**config.mk**
```make
export PLATFORM = sky130hd
export DESIGN_NAME = corelet_seq_ctrl
export DESIGN_NICKNAME = d
export VERILOG_FILES = /design/src/rtl/corelet_seq_ctrl.sv
export SDC_FILE = /design/constraint.sdc
export NUM_CORES = 1
export LEC_CHECK = 0
export BUFFER_PORTS_ARGS = -buffer_cell sky130_fd_sc_hd__buf_2
export CAP_MARGIN = 25
export CORE_UTILIZATION = 55
export DETAILED_ROUTE_END_ITERATION = 8
export PLACE_DENSITY = 0.82
export SYNTH_ARGS = -nofsm -noshare
export SYNTH_HDL_FRONTEND = slang
export SYNTH_SLANG_ARGS = --single-unit
export TNS_END_PERCENT = 30
```
**constraint.sdc**
```tcl
create_clock -name clk -period 4.3 [get_ports clk]
set_input_delay 0.215 -clock clk [delete_from_list [all_inputs] [get_ports clk]]
set_output_delay 0.215 -clock clk [all_outputs]
set_load 0.01 [all_outputs]
```
**src/rtl/corelet_seq_ctrl.sv**
```systemverilog
// Corelet sequencer: W load, ACT stream, drain, OFIFO write-back.
// Optional `SEQ_TIMEOUT_EN: abort write-back after 256 idle cycles.
module corelet_seq_ctrl #(
  parameter int ROW      = 8,
  parameter int COL      = 8,
  parameter int OP_DEPTH = 340
) (
  input  logic       clk,
  input  logic       reset,
  input  logic       seq_begin,
  input  logic [6:0] cfg_act_len,
  input  logic [8:0] cfg_op_base,
  output logic [6:0] W_addr,
  output logic       W_cen,
  output logic       W_wen,
  output logic [6:0] ACT_addr,
  output logic       ACT_cen,
  output logic       ACT_wen,
  output logic [8:0] OP_addr,
  output logic       OP_cen,
  output logic       OP_wen,
  input  logic       l0_full,
  output logic       l0_wr,
  output logic       load_w,
  output logic       execute,
  input  logic       ofifo_valid,
  output logic       ofifo_rd,
  output logic       busy,
  output logic       seq_done,
  output logic       seq_err
);

  localparam int CW = $clog2(ROW + COL + 130);

  typedef enum logic [2:0] {
    S_IDLE,
    S_WLOAD,
    S_ACT,
    S_DRAIN,
    S_WB,
    S_DONE
  } state_t;

  state_t        r_state;
  state_t        w_state_nxt;
  logic [CW-1:0] r_cnt;
  logic [CW-1:0] w_cnt_nxt;
  logic [CW-1:0] w_len_ext;
  logic [6:0]    r_len;
  logic [8:0]    r_wb_addr;
  logic          r_l0_wr;
  logic          r_wr_w;
  logic          w_w_rd;
  logic          w_a_rd;
  logic          w_op_wr;
  logic          w_start;
  logic          w_tmo;

`ifdef SEQ_TIMEOUT_EN
  logic [7:0]    r_tmo;
  logic          r_err;
`endif

  assign w_len_ext = CW'(r_len);

  // next state, counter update and read/write issue decisions
  always_comb begin
    w_state_nxt = r_state;
    w_cnt_nxt   = r_cnt;
    w_w_rd      = 1'b0;
    w_a_rd      = 1'b0;
    w_op_wr     = 1'b0;
    w_start     = 1'b0;
    w_tmo       = 1'b0;
    unique case (r_state)
      S_IDLE: begin
        if (seq_begin) begin
          w_start     = 1'b1;
          w_cnt_nxt   = '0;
          w_state_nxt = S_WLOAD;
        end
      end
      S_WLOAD: begin
        if (!l0_full) begin
          w_w_rd = 1'b1;
          if (r_cnt == CW'(ROW - 1)) begin
            w_cnt_nxt   = '0;
            w_state_nxt = S_ACT;
          end else begin
            w_cnt_nxt = r_cnt + CW'(1);
          end
        end
      end
      S_ACT: begin
        if (r_len == 7'd0) begin
          w_state_nxt = S_DRAIN;
        end else if (!l0_full) begin
          w_a_rd = 1'b1;
          if (r_cnt == w_len_ext - CW'(1)) begin
            w_cnt_nxt   = '0;
            w_state_nxt = S_DRAIN;
          end else begin
            w_cnt_nxt = r_cnt + CW'(1);
          end
        end
      end
      S_DRAIN: begin
        if (r_cnt == CW'(ROW + COL - 1)) begin
          w_cnt_nxt   = '0;
          w_state_nxt = S_WB;
        end else begin
          w_cnt_nxt = r_cnt + CW'(1);
        end
      end
      S_WB: begin
        if (r_cnt == w_len_ext) begin
          w_cnt_nxt   = '0;
          w_state_nxt = S_DONE;
        end else if (ofifo_valid) begin
          w_op_wr   = 1'b1;
          w_cnt_nxt = r_cnt + CW'(1);
        end
`ifdef SEQ_TIMEOUT_EN
        else if (r_tmo == 8'hFF) begin
          w_tmo       = 1'b1;
          w_cnt_nxt   = '0;
          w_state_nxt = S_DONE;
        end
`endif
      end
      S_DONE: begin
        w_state_nxt = S_IDLE;
      end
      default: begin
        w_state_nxt = S_IDLE;
      end
    endcase
  end

  // state register
  always_ff @(posedge clk or negedge reset) begin
    if (!reset) r_state <= S_IDLE;
    else        r_state <= w_state_nxt;
  end

  // counters, latched config and one-cycle read-return strobe
  always_ff @(posedge clk or negedge reset) begin
    if (!reset) begin
      r_cnt     <= '0;
      r_len     <= '0;
      r_wb_addr <= '0;
      r_l0_wr   <= 1'b0;
      r_wr_w    <= 1'b0;
    end else begin
      r_cnt   <= w_cnt_nxt;
      r_l0_wr <= w_w_rd | w_a_rd;
      r_wr_w  <= w_w_rd;
      if (w_start) begin
        r_len     <= cfg_act_len;
        r_wb_addr <= cfg_op_base;
      end else if (w_op_wr) begin
        if (r_wb_addr == 9'(OP_DEPTH - 1)) r_wb_addr <= '0;
        else                               r_wb_addr <= r_wb_addr + 9'd1;
      end
    end
  end

`ifdef SEQ_TIMEOUT_EN
  // idle-cycle counter for write-back and sticky abort flag
  always_ff @(posedge clk or negedge reset) begin
    if (!reset) begin
      r_tmo <= '0;
      r_err <= 1'b0;
    end else begin
      if (r_state != S_WB || ofifo_valid) r_tmo <= '0;
      else                                r_tmo <= r_tmo + 8'd1;
      if (w_start)    r_err <= 1'b0;
      else if (w_tmo) r_err <= 1'b1;
    end
  end
  assign seq_err = r_err;
`else
  assign seq_err = 1'b0;
`endif

  assign W_cen    = ~w_w_rd;
  assign W_wen    = 1'b1;
  assign W_addr   = w_w_rd ? r_cnt[6:0] : '0;
  assign ACT_cen  = ~w_a_rd;
  assign ACT_wen  = 1'b1;
  assign ACT_addr = w_a_rd ? r_cnt[6:0] : '0;
  assign OP_cen   = ~w_op_wr;
  assign OP_wen   = ~w_op_wr;
  assign OP_addr  = w_op_wr ? r_wb_addr : '0;
  assign ofifo_rd = w_op_wr;
  assign l0_wr    = r_l0_wr;
  assign load_w   = (r_state == S_WLOAD) | r_wr_w;
  assign execute  = (r_state == S_ACT) | (r_state == S_DRAIN);
  assign busy     = (r_state != S_IDLE);
  assign seq_done = (r_state == S_DONE);

endmodule
```
==> impl_metrics.toml, run 1 <==
[die]
placementRows = 22
pin_count = 57
die_height_um = 65.9
chipWidth_um = 65.9
coreArea_sq_um = 3800
start_util_pct = 59.1
design.die.area_sq_um = 4340

[placed_design]
dp_worst_setup_slack_ns = 1.60
port-buffer-count = 53
placed_cells = 340
placedInstanceArea_sq_um = 2440
place.gp.congestion = 0.921
dpl.hpwl_mm = 3.53

[drt]
first_pass_iters = 4
count_of_nets_left_with_antenna_violations_after_detail_routing = 0
wl_per_cell_um = 13.9
first_iter_violations = 151
vias = 1976
route.detailed.drc = 0
routed_wl_mm = 4.83
via_cell_ratio = 5.68

[power]
total_power_mw = 1.52
ir_drop_v = 0.000411
power.static_leakage_nw = 1.22
p_per_area_nw_per_um2 = 600

[layout]
areaGrowthSynthToFinish_pct = 13.1
antenna_cells = 0
share_of_post_route_cells_with_drive_strength_above_1_pct = 28.3
final_net_count = 325
finalInstanceArea_sq_um = 2540
final-instance-count-excl-fill = 348

[critical_path]
slowest_stage = "a2111oi_0"
cpLargestDelayFamily = "compound AO/OA/AOI/OAI gates"
crit_buf_inv = 1
critPathLaunchType = "register"
critical_path.max_stage_delay_ns = 0.56
worstPathCellList = "inv_1, ha_1, nor2b_1, o31a_1, a2111oi_0, o211ai_2, a211oi_2, nor3_1"
worst_ep_arrival_time_ns = 2.83
setup.reg_to_reg.worst_slack_ns = 1.62
path_class = "register to register"
timing.critical_path.fanout_max = 7
required_time_of_the_critical_path_ns = 4.45
cp-end-kind = "register"

[yosys]
synth.ff_latch_count = 29
synth-edff-count = 0
yosys_warnings = 0
register_area_share_after_synthesis_pct = 32.3
syn-instance-count = 254
syn-mean-instance-area_sq_um = 8.83
synth.lib_cells_used.distinct = 66
synth_area_leader_cell = "dfrtp_1"
cell_area_synth_sq_um = 2240
yosys-top-cells-area = "dfrtp_1, and2_1, nand2_1"
synth-async-reset-ratio_pct = 100
ys_dominant_reg_cell = "dfrtp_1"
synth_top_cell_area_share_pct = 32.3

[clock_tree]
clkSlewWorstSetupHoldPaths_ns = 0.06
clock_sinks = 29
htree_levels = 2
clk_path_buf_depth = 2
postCtsResizedCells = 0
cts_tree = "done"
clock_insertion_delay_worst_skew_ns = 0.28
post-cts-setup-buffers = 0
post_cts_hold_buffer_count = 1
cts-buffers-inserted = 5
root_buffer = "clkbuf_8"

[sta]
worst_pin_slew_ns = 0.893
final-max-slew-violation-count = 0
report.final.setup_viol = 0
fin_crit_ns = 2.68
fin_tns_setup_ns = 0
achievable-frequency_ghz = 0.373
worst_slew_margin_rel_pct = 39.9
final.period_utilization_pct = 62.4
clock-skew-final_ns = 0.00835
count_of_final_hold_check_violations = 0
setup_slack_ns = 1.62
grt_setup_unrepaired = "false"

[global_routing]
number_of_global_route_vias_before_repair = 1717
grt_pass1_wl_mm = 8.05
groute.usage.overall_pct = 24.3
initial_antenna_violation_count = 0
pin_count_of_the_biggest_net_entering_global_routing = 30
globalRouteOverflowTotal = 0

[hold_path]
min_path_type = "input pin to register"

[status]
run_status = "finished, final reports clean"

[job]
cap_violations = 0
## sequential cells by signal (all words and copies together), names as in the netlist
register,count
l0_wr,1
r_cnt,8
r_len,7
r_state,3
r_wb_addr,9
r_wr_w,1
## layout by cell type, fill, tap and decap left out, drive strengths merged, types with 3 or more instances in the layout
cell | Yosys | final
conb | 2 | 3
buf | 9 | 54
inv | 10 | 10
nor3 | 9 | 9
nand4 | 4 | 4
mux2i | 6 | 6
clkbuf | 8 | 7
dfrtp | 29 | 29
nor2 | 15 | 15
and2 | 21 | 21
a21oi | 11 | 11
nor2b | 4 | 4
and3 | 7 | 7
o31ai | 3 | 3
nand3 | 6 | 6
mux2 | 7 | 7
o211ai | 3 | 3
ha | 4 | 4
o21ai | 20 | 20
nand2 | 26 | 26
xor2 | 11 | 11
## layout make-up
class	count	area, sq um
multi-input cells	199	1340
fillers	332	1260
flip-flops and latches	29	726
repair buffers	55	283
clock buffers	7	86.3
well taps	48	60.1
inverters	10	40.0
## power by group
group | switching [mW] | internal, mW
clock network | 0.0971 | 0.127
registers | 0.175 | 0.378
logic | 0.410 | 0.335
## through the flow
step,hold slack (ns),utilization [%]
5_1_grt,0.155,66.8
6_report,0.149,66.8
4_1_cts,0.147,66.8
3_5_place_dp,0.283,64.2
3_3_place_gp,0.274,64.2
2_1_floorplan,-0.0806,-
## cell families after synthesis
group	share of synthesized area [%]
DFF	32.3
buffers and inverters	8.03
xor gates and xnor gates	5.41
AOI/OAI and AO/OA	18.1
and+or+nand+nor	27.4
muxes	6.19
adders and majority gates	2.23
other	0.335
## Yosys cell counts, types with 2 or more instances
cell	n
nand3_1	6
o31a_1	2
and3_2	2
ha_1	4
and3_1	5
clkbuf_8	3
nand2_1	26
and2_1	19
nor2b_1	4
a31oi_1	2
o21ai_1	9
o31ai_1	2
or3_1	2
and2_2	2
dfrtp_1	29
conb_1	2
inv_1	9
nor3b_1	2
mux2i_1	6
buf_6	4
nand4_1	4
mux2_2	6
nor4_1	2
a21o_1	2
a21oi_1	10
buf_4	4
nor2_1	15
o21ai_0	10
xor2_1	11
nand2b_1	2
nor3_1	9
clkbuf_1	5
## tightest hold or removal path: stages
cell	delay, ns
buf_2	0.07
nand2_1	0.03
o21ai_0	0.06
## path summary, 6_finish.rpt
path / cells after the start / to / start
worst min-delay path: 3 / r_wb_addr[1]$_DFFE_PN0P_ / cfg_op_base[1]
max in group asynchronous: 2 / r_wb_addr[2]$_DFFE_PN0P_ / reset
worst max-delay path: 8 / r_cnt[4]$_DFFE_PN0P_ / r_len[0]$_DFFE_PN0P_
worst max register to register: 8 / r_cnt[4]$_DFFE_PN0P_ / r_len[0]$_DFFE_PN0P_
worst min register to register: 1 / r_len[4]$_DFFE_PN0P_ / r_len[4]$_DFFE_PN0P_
min in group asynchronous: 2 / r_cnt[6]$_DFFE_PN0P_ / reset
## metal layers
layer	share of wire (%)	GRT usage, %
met5	0	0
met1	47	32.8
met3	5.0	5.34
met4	0.95	7.88
met2	47	38.4
Power figures use the tool's default switching activity.
==> run 2, diff against run 1 <==
--- a/config.mk
+++ b/config.mk
@@ -7,9 +7,9 @@
 export LEC_CHECK = 0
 export BUFFER_PORTS_ARGS = -buffer_cell sky130_fd_sc_hd__buf_2
 export CAP_MARGIN = 25
-export CORE_UTILIZATION = 55
+export CORE_UTILIZATION = 54
 export DETAILED_ROUTE_END_ITERATION = 8
-export PLACE_DENSITY = 0.82
+export PLACE_DENSITY = 0.81
 export SYNTH_ARGS = -nofsm -noshare
 export SYNTH_HDL_FRONTEND = slang
 export SYNTH_SLANG_ARGS = --single-unit
==> constraint.sdc (replaced) <==
create_clock -name clk -period 2.7 [get_ports clk]
set_input_delay 0.135 -clock clk [delete_from_list [all_inputs] [get_ports clk]]
set_output_delay 0.135 -clock clk [all_outputs]
set_load 0.01 [all_outputs]
==> impl_metrics.toml, run 2 (synthesis results as in run 1) <==
[die]
die_height_um = 66.5
pin_count = 57
design.die.area_sq_um = 4420
coreArea_sq_um = 4000
placementRows = 23
chipWidth_um = 66.5
start_util_pct = 56.1

[clock_tree]
clkSlewWorstSetupHoldPaths_ns = 0.06
clock_insertion_delay_worst_skew_ns = 0.28
cts_tree = "done"
clk_path_buf_depth = 2
root_buffer = "clkbuf_8"
clock_sinks = 29
cts-buffers-inserted = 5
htree_levels = 2

[global_routing]
groute.usage.overall_pct = 24.6
initial_antenna_violation_count = 0
grt_pass1_wl_mm = 8.07
number_of_global_route_vias_before_repair = 1695
pin_count_of_the_biggest_net_entering_global_routing = 30
globalRouteOverflowTotal = 0

[layout]
share_of_post_route_cells_with_drive_strength_above_1_pct = 29.8
final_net_count = 330
nFillCells = 348
layout_common_cells = "buf_2, dfrtp_1, nand2_1, and2_1, nor2_1"
largest-register = "r_wb_addr"
final-instance-count-excl-fill = 355
areaGrowthSynthToFinish_pct = 15.1
antenna_cells = 0
regs_by_ff_count = "r_wb_addr: 9 flops, r_cnt: 8 flops, r_len: 7 flops"
finish.utilization_pct = 64.6
most_common_cell_after_layout_fill_and_taps_aside = "buf_2"
flip_flop_count_of_the_largest_register_all_copies_and_words_added = 9

[sta]
count_of_final_hold_check_violations = 0
grt_setup_unrepaired = "false"
report.final.setup_viol = 0
clock-skew-final_ns = 0.00761
achievable-frequency_ghz = 0.394
worst_pin_slew_ns = 0.663
final.period_utilization_pct = 94.0
fin_tns_setup_ns = 0
fin_crit_ns = 2.54
worst_slew_margin_rel_pct = 55.8
final-max-slew-violation-count = 0

[critical_path]
required_time_of_the_critical_path_ns = 2.85
timing.critical_path.fanout_max = 7
critPathLaunchType = "register"
cp-end-kind = "register"
worst_ep_arrival_time_ns = 2.69
cp-startpoint = "r_len[0]$_DFFE_PN0P_"
path_class = "register to register"
setup.reg_to_reg.worst_slack_ns = 0.16
rr_startpoint = "r_len[0]$_DFFE_PN0P_"

[drt]
vias = 1995
routed_wl_mm = 4.97
first_iter_violations = 152
wl_per_cell_um = 14.0
via_cell_ratio = 5.62
count_of_nets_left_with_antenna_violations_after_detail_routing = 0
first_pass_iters = 4
route.detailed.drc = 0

[hold_path]
hold_start = "cfg_op_base[3]"
min_path_type = "input pin to register"

[status]
run_status = "finished, final reports clean"

[placed_design]
placed_cells = 347
place.gp.congestion = 0.932
port-buffer-count = 53
dpl.hpwl_mm = 3.62

[power]
power.static_leakage_nw = 1.25
p_per_area_nw_per_um2 = 956
total_power_mw = 2.47
ir_drop_v = 0.000522

[job]
cap_violations = 0
==> run 2: worst max-delay path, cell delays in order (launching register included) <==
cell,delay [ns]
dfrtp_1,0.39
inv_1,0.09
ha_1,0.29
nor2b_1,0.17
o31a_1,0.29
a2111oi_2,0.42
o211ai_2,0.24
a211oi_2,0.39
nor3_1,0.12
==> run 2: final cells by class <==
class	instances	area, sq um	share of cell area (%)
multi-input combinational	199	1350	52.2
sequential	29	726	28.1
timing repair buffer	60	320	12.4
clock buffer	7	86.3	3.34
tap	50	62.6	2.42
inverter	10	40.0	1.55
==> run 2: worst paths after layout <==
| path | endpoint | cells after the start |
|---|---|---|
| max | r_cnt[3]$_DFFE_PN0P_ | 8 |
| min | r_wb_addr[3]$_DFFE_PN0P_ | 3 |
| max reg2reg | r_cnt[3]$_DFFE_PN0P_ | 8 |
| min reg2reg | r_wb_addr[3]$_DFFE_PN0P_ | 2 |
| max in group asynchronous | r_len[2]$_DFFE_PN0P_ | 2 |
| min in group asynchronous | r_wb_addr[5]$_DFFE_PN0P_ | 2 |
==> run 2: metrics by stage <==
stage	hold slack, ns	instance area (sq um)	setup WS [ns]
5_1_grt	0.0677	2580	0.0657
3_5_place_dp	0.210	2480	0.0529
3_3_place_gp	0.202	2480	0.210
6_report	0.0493	2580	0.161
4_1_cts	0.0459	2580	0.0105
2_1_floorplan	-0.161	2250	0.400
==> run 2: power breakdown <==
group          switching, mW  total (mW)  leakage [nW]  internal [mW]
Sequential             0.271       0.873         0.369          0.602
Clock                  0.161       0.362        0.0443          0.202
Combinational          0.685        1.23         0.836          0.550
Total                   1.12        2.47          1.25           1.35
==> run 2: timing repair <==
action / in CTS / in global routing
gates resized for setup: 0 / 2
endpoints found under the hold margin: 29 / 0
setup buffers: 0 / 0
setup endpoints to repair: 0 / 7
hold buffers: 1 / 0
==> run 2: layer usage <==
metal,wire length (um),track usage (%),up-vias
met3,230,5.99,12
met1,2330,34.4,934
met2,2300,36.2,56
li1,-,-,993
met4,119,9.84,0
met5,0,0,-
==> run 3, diff against run 2 <==
--- a/config.mk
+++ b/config.mk
@@ -7,9 +7,10 @@
 export LEC_CHECK = 0
 export BUFFER_PORTS_ARGS = -buffer_cell sky130_fd_sc_hd__buf_2
 export CAP_MARGIN = 25
-export CORE_UTILIZATION = 54
+export CORE_UTILIZATION = 55
+export CTS_BUF_LIST = sky130_fd_sc_hd__clkbuf_4
 export DETAILED_ROUTE_END_ITERATION = 8
-export PLACE_DENSITY = 0.81
+export PLACE_DENSITY = 0.82
 export SYNTH_ARGS = -nofsm -noshare
 export SYNTH_HDL_FRONTEND = slang
 export SYNTH_SLANG_ARGS = --single-unit
==> impl_metrics.toml, run 3 (synthesis results as in run 1) <==
[status]
run_status = "finished, final reports clean"

[global_routing]
groute.usage.overall_pct = 24.6
pin_count_of_the_biggest_net_entering_global_routing = 30
grt_pass1_wl_mm = 7.87
initial_antenna_violation_count = 0
globalRouteOverflowTotal = 0
number_of_global_route_vias_before_repair = 1729

[drt]
routed_wl_mm = 4.86
wl_per_cell_um = 13.7
vias = 1966
via_cell_ratio = 5.54
count_of_nets_left_with_antenna_violations_after_detail_routing = 0
route.detailed.drc = 0
first_pass_iters = 4
first_iter_violations = 126

[die]
pin_count = 57
design.die.area_sq_um = 4340
placementRows = 22
start_util_pct = 59.1
coreArea_sq_um = 3800
chipWidth_um = 65.9
die_height_um = 65.9

[critical_path]
cp-end-kind = "output port"
worstPathCellList = "xnor2_2, or4b_4, o2111ai_4, inv_4, and2_1, buf_2"
slowest_stage = "or4b_4"
setup.reg_to_reg.worst_slack_ns = 0.23
critPathLaunchType = "register"
worst_ep_arrival_time_ns = 2.41
crit_buf_inv = 2
timing.critical_path.fanout_max = 19
cpLargestDelayFamily = "simple AND/OR/NAND/NOR gates"
required_time_of_the_critical_path_ns = 2.57
path_class = "register to output port"
critical_path.max_stage_delay_ns = 0.53

[sta]
fin_crit_ns = 2.55
worst_slew_margin_rel_pct = 54.1
fin_tns_setup_ns = 0
count_of_final_hold_check_violations = 0
achievable-frequency_ghz = 0.393
final-max-slew-violation-count = 0
final.period_utilization_pct = 94.3
worst_pin_slew_ns = 0.682
report.final.setup_viol = 0
grt_setup_unrepaired = "false"
clock-skew-final_ns = 0.00656

[clock_tree]
clock_insertion_delay_worst_skew_ns = 0.34
clk_path_buf_depth = 2
post-cts-setup-buffers = 0
cts_tree = "done"
htree_levels = 2
clock_sinks = 29
root_buffer = "clkbuf_4"
clkSlewWorstSetupHoldPaths_ns = 0.09
cts-buffers-inserted = 5

[layout]
flip_flop_count_of_the_largest_register_all_copies_and_words_added = 9
largest-register = "r_wb_addr"
nFillCells = 329
antenna_cells = 0
areaGrowthSynthToFinish_pct = 14.3
multi_input_comb_area_sq_um = 1350
share_of_post_route_cells_with_drive_strength_above_1_pct = 30.0
seqCellArea_sq_um = 727
most_common_cell_after_layout_fill_and_taps_aside = "buf_2"
regs_by_ff_count = "r_wb_addr: 9 flops, r_cnt: 8 flops, r_len: 7 flops"
final_net_count = 332
layout_common_cells = "buf_2, dfrtp_1, nand2_1, and2_1, nor2_1"
finalInstanceArea_sq_um = 2560
finish.utilization_pct = 67.5

[placed_design]
place.gp.congestion = 0.925
dpl.hpwl_mm = 3.60
port-buffer-count = 53
placedInstanceArea_sq_um = 2480

[power]
total_power_mw = 2.35
power.static_leakage_nw = 1.24
p_per_area_nw_per_um2 = 917
ir_drop_v = 0.000528

[job]
cap_violations = 0

[hold_path]
min_path_type = "input pin to register"
[run 3: worst paths after layout]
| check | cells after the start | from | endpoint |
|---|---|---|---|
| max in group asynchronous | 2 | reset | r_cnt[4]$_DFFE_PN0P_ |
| worst max register to register | 8 | r_len[0]$_DFFE_PN0P_ | r_cnt[4]$_DFFE_PN0P_ |
| worst min-delay path | 3 | cfg_op_base[7] | r_wb_addr[7]$_DFFE_PN0P_ |
| worst max-delay path | 6 | r_cnt[4]$_DFFE_PN0P_ | OP_addr[4] |
| min in group asynchronous | 2 | reset | r_cnt[4]$_DFFE_PN0P_ |
| worst min register to register | 2 | r_wb_addr[5]$_DFFE_PN0P_ | r_wb_addr[5]$_DFFE_PN0P_ |
[run 3: routing by layer]
layer | part of all wire (%) | global-route usage (%) | wire (um)
met5 | 0 | 0 | 0
met4 | 1.7 | 11.4 | 84
met3 | 3.7 | 4.66 | 180
met2 | 46 | 38.6 | 2250
met1 | 48 | 32.4 | 2340
[run 3: where the power goes]
part           switching, mW  internal, mW
Clock                  0.149         0.104
Combinational          0.679         0.558
Sequential             0.262         0.601
[run 3: timing repair]
action                     4_1_cts  5_1_grt
resized for setup                0        3
hold buffers                     1        2
setup endpoints to repair        0       16
hold endpoints to repair        29        2
[run 3: final cells by class]
cell class / instances / share of cell area (%)
Multi-Input combinational cell: 199 / 52.6
Tap cell: 48 / 2.34
Inverter: 10 / 1.56
Clock buffer: 6 / 1.76
Timing Repair Buffer: 62 / 13.3
Clock inverter: 1 / 0.146
Sequential cell: 29 / 28.4
[run 3: worst register-to-register path, delay by kind of cell, from the launching register on]
family | cells | cell delay, ns
adders and majority gates | 1 | 0.28
and+or+nand+nor | 2 | 0.26
buffers and inverters | 1 | 0.09
DFF | 1 | 0.41
AOI/OAI and AO/OA | 4 | 1.32
[run 3: metrics by stage]
step	hold slack [ns]	std cells	setup WS [ns]
floorplan	-0.161	255	0.400
global placement	0.193	345	0.211
detailed placement	0.201	345	0.102
CTS	0.00215	353	0.0737
global route	0.00937	355	0.0326
finish	0.00369	355	0.153
